### src/rtl/pulse_profile_sequencer.sv
// Rate scheduler for the variable pulse generator.
// Modes 0-2 select a fixed half-period. Mode 3 plays a 12-segment timed
// profile that is advanced by a 1 Hz strobe. All outputs are registered.
//
// Ports:
//   clk          system clock (100 MHz)
//   rst          synchronous active-high reset
//   start        run request; low forces idle
//   mode         rate select; 3 selects the profile
//   tick_1hz     one-cycle strobe, once per second
//   half_period  divide value for the pulse generator; 0 means no pulses
//   pulse_en     high while the pulse generator must toggle
//   cfg_upd      one-cycle strobe in the cycle half_period takes a new value
//   seg_idx      current profile segment, 0-11
//   elapsed_s    seconds elapsed in the profile, saturating at 144
//   profile_done high once the profile has completed
module pulse_profile_sequencer #(
  parameter int unsigned FIX0_HP = 1562500,
  parameter int unsigned FIX1_HP = 781250,
  parameter int unsigned FIX2_HP = 390625,
  parameter int unsigned HP_W    = 32
) (
  input  logic            clk,
  input  logic            rst,
  input  logic            start,
  input  logic [1:0]      mode,
  input  logic            tick_1hz,
  output logic [HP_W-1:0] half_period,
  output logic            pulse_en,
  output logic            cfg_upd,
  output logic [3:0]      seg_idx,
  output logic [7:0]      elapsed_s,
  output logic            profile_done
);

  typedef enum logic [1:0] {StIdle, StFixed, StRun, StDone} state_e;

  localparam logic [3:0] LastSeg    = 4'd11;
  localparam logic [7:0] ElapsedMax = 8'd144;

  state_e          state_q, state_d;
  logic [6:0]      sec_cnt_q, sec_cnt_d;
  logic [HP_W-1:0] hp_d;
  logic            pe_d, done_d;
  logic [3:0]      seg_d;
  logic [7:0]      el_d;

  logic go_idle, go_fixed, go_run, go_done, seg_adv;

  // Profile half-periods.
  function automatic logic [HP_W-1:0] rom_hp(input logic [3:0] idx);
    logic [31:0] v;
    case (idx)
      4'd0:    v = 32'd2500000;
      4'd1:    v = 32'd1562500;
      4'd2:    v = 32'd757575;
      4'd3:    v = 32'd1923076;
      4'd4:    v = 32'd714285;
      4'd5:    v = 32'd1666666;
      4'd6:    v = 32'd2500000;
      4'd7:    v = 32'd1666666;
      4'd8:    v = 32'd1562500;
      4'd9:    v = 32'd714285;
      4'd10:   v = 32'd1470588;
      4'd11:   v = 32'd403225;
      default: v = 32'd0;
    endcase
    return HP_W'(v);
  endfunction

  // Profile segment durations in seconds.
  function automatic logic [6:0] rom_dur(input logic [3:0] idx);
    case (idx)
      4'd9:    return 7'd65;
      4'd10:   return 7'd6;
      4'd11:   return 7'd64;
      default: return 7'd1;
    endcase
  endfunction

  function automatic logic [HP_W-1:0] fixed_hp(input logic [1:0] m);
    case (m)
      2'd1:    return HP_W'(FIX1_HP);
      2'd2:    return HP_W'(FIX2_HP);
      default: return HP_W'(FIX0_HP);
    endcase
  endfunction

  always_comb begin
    state_d   = state_q;
    sec_cnt_d = sec_cnt_q;
    hp_d      = half_period;
    pe_d      = pulse_en;
    done_d    = profile_done;
    seg_d     = seg_idx;
    el_d      = elapsed_s;
    go_idle   = 1'b0;
    go_fixed  = 1'b0;
    go_run    = 1'b0;
    go_done   = 1'b0;
    seg_adv   = 1'b0;

    // State changes take priority over the tick, so a tick coinciding with
    // a start/mode change (or with entry into the profile) is dropped.
    unique case (state_q)
      StIdle: begin
        if (start) begin
          if (mode == 2'd3) go_run = 1'b1;
          else              go_fixed = 1'b1;
        end
      end
      StFixed: begin
        if (!start)             go_idle = 1'b1;
        else if (mode == 2'd3)  go_run = 1'b1;
        else                    go_fixed = 1'b1; // track mode changes among 0-2
      end
      StRun: begin
        if (!start)             go_idle = 1'b1;
        else if (mode != 2'd3)  go_fixed = 1'b1;
        else if (tick_1hz) begin
          el_d = (elapsed_s == ElapsedMax) ? elapsed_s : elapsed_s + 8'd1;
          if (sec_cnt_q + 7'd1 == rom_dur(seg_idx)) begin
            if (seg_idx == LastSeg) go_done = 1'b1;
            else                    seg_adv = 1'b1;
          end else begin
            sec_cnt_d = sec_cnt_q + 7'd1;
          end
        end
      end
      StDone: begin
        if (!start)             go_idle = 1'b1;
        else if (mode != 2'd3)  go_fixed = 1'b1;
      end
      default: go_idle = 1'b1;
    endcase

    // Leaving the profile for idle/fixed discards all progress.
    if (go_idle) begin
      state_d   = StIdle;
      hp_d      = '0;
      pe_d      = 1'b0;
      done_d    = 1'b0;
      seg_d     = '0;
      el_d      = '0;
      sec_cnt_d = '0;
    end else if (go_fixed) begin
      state_d   = StFixed;
      hp_d      = fixed_hp(mode);
      pe_d      = 1'b1;
      done_d    = 1'b0;
      seg_d     = '0;
      el_d      = '0;
      sec_cnt_d = '0;
    end else if (go_run) begin
      state_d   = StRun;
      hp_d      = rom_hp(4'd0);
      pe_d      = 1'b1;
      done_d    = 1'b0;
      seg_d     = '0;
      el_d      = '0;
      sec_cnt_d = '0;
    end else if (go_done) begin
      state_d   = StDone;
      hp_d      = '0;
      pe_d      = 1'b0;
      done_d    = 1'b1;
      sec_cnt_d = '0;
    end else if (seg_adv) begin
      seg_d     = seg_idx + 4'd1;
      hp_d      = rom_hp(seg_idx + 4'd1);
      sec_cnt_d = '0;
    end
  end

  always_ff @(posedge clk) begin
    if (rst) begin
      state_q      <= StIdle;
      sec_cnt_q    <= '0;
      half_period  <= '0;
      pulse_en     <= 1'b0;
      cfg_upd      <= 1'b0;
      seg_idx      <= '0;
      elapsed_s    <= '0;
      profile_done <= 1'b0;
    end else begin
      state_q      <= state_d;
      sec_cnt_q    <= sec_cnt_d;
      half_period  <= hp_d;
      pulse_en     <= pe_d;
      cfg_upd      <= (hp_d != half_period);
      seg_idx      <= seg_d;
      elapsed_s    <= el_d;
      profile_done <= done_d;
    end
  end

endmodule

### config.mk
export PLATFORM = sky130hd
export DESIGN_NAME = pulse_profile_sequencer
export DESIGN_NICKNAME = d
export VERILOG_FILES = /design/src/rtl/pulse_profile_sequencer.sv
export SDC_FILE = /design/constraint.sdc
export NUM_CORES = 1
export LEC_CHECK = 0
export ABC_AREA = 1
export ABC_CLOCK_PERIOD_IN_PS = 4050
export CAP_MARGIN = 20
export CORE_UTILIZATION = 30
export CTS_BUF_LIST = sky130_fd_sc_hd__clkbuf_4 sky130_fd_sc_hd__clkbuf_8
export CTS_CLUSTER_SIZE = 12
export DETAILED_ROUTE_END_ITERATION = 8
export GPL_TIMING_DRIVEN = 0
export HOLD_SLACK_MARGIN = 0.05
export PLACE_DENSITY_LB_ADDON = 0.15
export SYNTH_ARGS = -nofsm -noshare
export SYNTH_HDL_FRONTEND = slang
export SYNTH_SLANG_ARGS = --single-unit
### constraint.sdc
create_clock -name clk -period 4.05 [get_ports clk]
set_clock_uncertainty 0.2 [all_clocks]
set_input_delay 0.81 -clock clk [delete_from_list [all_inputs] [get_ports clk]]
set_output_delay 0.81 -clock clk [all_outputs]
set_load 0.02 [all_outputs]
==> reports/results.tsv <==
stage	metric	value	unit
routing	vias per inst	4.79	
cts	TritonCTS Buffers	5	
cts	Post-CTS Setup Bufs	0	
critical_path	Startpoint Class	primary input	
sta	RSZ-0062 raised after global routing	false	
cts	clk slew on worst S/H paths	0.12	ns
sta	final period utilization	91.8	%
die	Die Area	0.0129	mm2
logic_synthesis	post-synthesis sequential area ratio	30.1	%
power	Leak	2.08	nW
logic_synthesis	synth warn	0	
die	area of the core	0.0121	mm2
cts	H-Tree Depth	2	
final_layout	Finished Layout Cells	827	
routing	Routed WL	11000	um
global_route	antenna violations before repair	0	
cts	Clk Latency, worst-skew pair	0.33	ns
logic_synthesis	leading area contributor after synthesis	dfxtp_1	
worst_hold_path	Min-Delay Endpoint	half_period[27]	
global_route	vias in the first global route	3712	
critical_path	Worst Reg-to-Reg Cells	21	
sta	final hold violations	0	
critical_path	worst endpoint data arrival time	3.73	ns
die	# rows	40	
flow_run	max cap viols	0	
sta	Fmax achieved	269	MHz
sta	minimum clock period	3.72	ns
placed_design	final RePlAce weighted congestion	0.821	
placed_design	DP Wirelength	8420	um
worst_hold_path	HP Start	half_period[27]	
critical_path	CP required	4.06	ns
power	Pwr per Cell Area	257	mW/mm2
cts	post-CTS sizing	0	
final_layout	final layout net count	681	
logic_synthesis	Yosys cell types	36	
routing	DR DRC count	0	
placed_design	PortBufs	52	
cts	root buf cell	clkbuf_8	
power	Peak supply drop	0.000143	V
logic_synthesis	syn nets	622	
final_layout	antenna cell count	0	
routing	total number of vias	3960	
routing	DRT iter0 DRCs	233	
run_status	result of the run	finished, final reports clean	
die	io pins	53	
cts	number of clock sinks seen by CTS	56	
final_layout	share of layout cells above drive strength 1	5.31	%
logic_synthesis	post-synth top area share	30.1	%
routing	TritonRoute pass-1 iters	6	
routing	drt wl/cell	13.3	um
worst_hold_path	Hold WC Path Type	flop to flop	
sta	worst-margin pin slew	0.588	ns
critical_path	Reg-to-Reg End	cfg_upd	
critical_path	R2R Setup Slk	0.48	ns
global_route	largest net degree at the start of global routing	17	
global_route	first-pass GRT wire length	18100	um
logic_synthesis	synthesized instance count	600	
placed_design	Cells after DPL	820	
final_layout	post-layout util	37.7	%
critical_path	critical path type	primary input to flop	
logic_synthesis	Synth Area per Inst	6.21	um2
logic_synthesis	synthesized flop and latch total	56	
critical_path	CP Capture Type	flop	
die	Initial Util	30.9	%
cts	Clock Tree Buf Depth	2	
critical_path	r2r startpoint	seg_idx[0]	
worst_hold_path	hold depth	2	
sta	Rel. slew slack	60.8	%
die	die width	113	um
cts	CTS tree	done	
sta	max-slew violation count	0	
global_route	Overall Global Routing Usage	17.6	%
sta	Final setup viols	0	
logic_synthesis	Synth area leaders	dfxtp_1, nand2_1, inv_1, nor2_1, nand3_1	
critical_path	Crit Path Max Fanout	7	
die	Chip Height	113	um
routing	Final ANT Viol Nets	0	
global_route	global route overflow	0	
logic_synthesis	mapped cell area	0.00373	mm2
final_layout	Synth-to-Final Area Change	21.9	%
cts	hold buffer count at CTS	0	
## worst max path at each step
| stage | start | end |
|---|---|---|
| 3_3_place_gp | mode[0] | cfg_upd |
| 4_1_cts | mode[0] | cfg_upd |
| 6_report | mode[0] | cfg_upd |
| 3_5_place_dp | mode[0] | cfg_upd |
| 2_1_floorplan | seg_idx[0] | cfg_upd |
| 5_1_grt | mode[0] | cfg_upd |
## cell usage in the layout (no fill, tap or decap), types with 12 or more instances in the layout
master           synthesis  final
clkdlybuf4s50_1          0     52
a21oi_1                 29     29
nor2_1                  70     70
nand4_1                 24     24
inv_1                   87     87
nand2_1                175    175
o21ai_0                 32     32
dfxtp_1                 56     56
ha_1                    16     16
nand3_1                 41     41
nand3b_1                12     12
## metal layers
layer	global-route usage [%]	share of wire [%]	vias up	wire, um
met3	2.60	5.1	13	563
met1	23.7	48	1817	5270
met2	29.5	46	99	5030
li1	-	-	2031	-
met5	0	0	-	0
met4	4.47	1.3	0	145
## logic make-up after synthesis
family	count (synthesis)	share of synthesized area (%)
AND/OR/NAND/NOR	347	42.2
buffers and inverters	106	11.3
AO/OA/AOI/OAI	74	10.9
flip-flops	56	30.1
adder cells (fa/ha/maj)	16	5.37
XOR/XNOR	1	0.235
## cell usage after synthesis (all sizes together)
| cell | number |
|---|---|
| nand2 | 180 |
| inv | 89 |
| nor2 | 75 |
| dfxtp | 56 |
| nand3 | 43 |
| o21ai | 33 |
| a21oi | 31 |
| nand4 | 25 |
| ha | 16 |
| nand3b | 12 |
| buf | 9 |
| clkbuf | 6 |
| nor3 | 6 |
| a211oi | 3 |
| a31oi | 2 |
| clkinv | 2 |
| nor3b | 2 |
| nor4 | 2 |
| o21a | 2 |
| a22oi | 1 |
| a311oi | 1 |
| and3 | 1 |
| o21bai | 1 |
| or2 | 1 |
| xor2 | 1 |
## per-stage QoR
| step | hold WS, ns | setup slack [ns] | TNS (ns) | total power [W] | cell area, um2 |
|---|---|---|---|---|---|
| 2_1_floorplan | 0.244 | 1.06 | 0 | 0.000758 | 3730 |
| 4_1_cts | 0.256 | 0.342 | 0 | 0.00118 | 4540 |
| 3_5_place_dp | 0.239 | -0.00644 | -0.00644 | 0.000844 | 4460 |
| 3_3_place_gp | 0.232 | 0.00484 | 0 | 0.000841 | 4460 |
| 5_1_grt | 0.287 | 0.0524 | 0 | 0.00123 | 4540 |
| 6_report | 0.253 | 0.330 | 0 | 0.00117 | 4540 |
## final cells by class
cell class | count | area, um2
inverters | 91 | 342
multi-input cells | 438 | 2190
flip-flops and latches | 56 | 1120
fillers | 1332 | 7520
clock inverters | 1 | 8.76
repair buffers | 52 | 520
clock buffers | 6 | 76.3
plain buffers | 15 | 78.8
well taps | 168 | 210
## sequential cells by signal (all words and copies together) (netlist names)
signal and cells:
profile_done 1, cfg_upd 1, elapsed_s 8, seg_idx 4, sec_cnt_q 7, state_q 2, pulse_en 1, half_period 32
## critical path: stages
cell	delay (ns)
clkdlybuf4s50_1	0.47
ha_1	0.30
nand3_2	0.17
inv_1	0.15
nor2_2	0.31
nand2_1	0.16
inv_2	0.17
nand2_1	0.07
nor2_1	0.14
nand4_1	0.21
nand3_1	0.14
nand2_1	0.06
nand2_1	0.05
nand2_1	0.05
nor2_1	0.08
nand2_1	0.09
nor2_1	0.09
nand2_1	0.05
nor2_1	0.10
nor2_1	0.04
## where the power goes
| group | switching [W] | internal, W | total, W |
|---|---|---|---|
| combinational | 0.000151 | 0.0000922 | 0.000243 |
| clock | 0.000206 | 0.000129 | 0.000335 |
| sequential | 0.0000195 | 0.000570 | 0.000590 |
| total | 0.000376 | 0.000791 | 0.00117 |
Power figures use the tool's default switching activity.
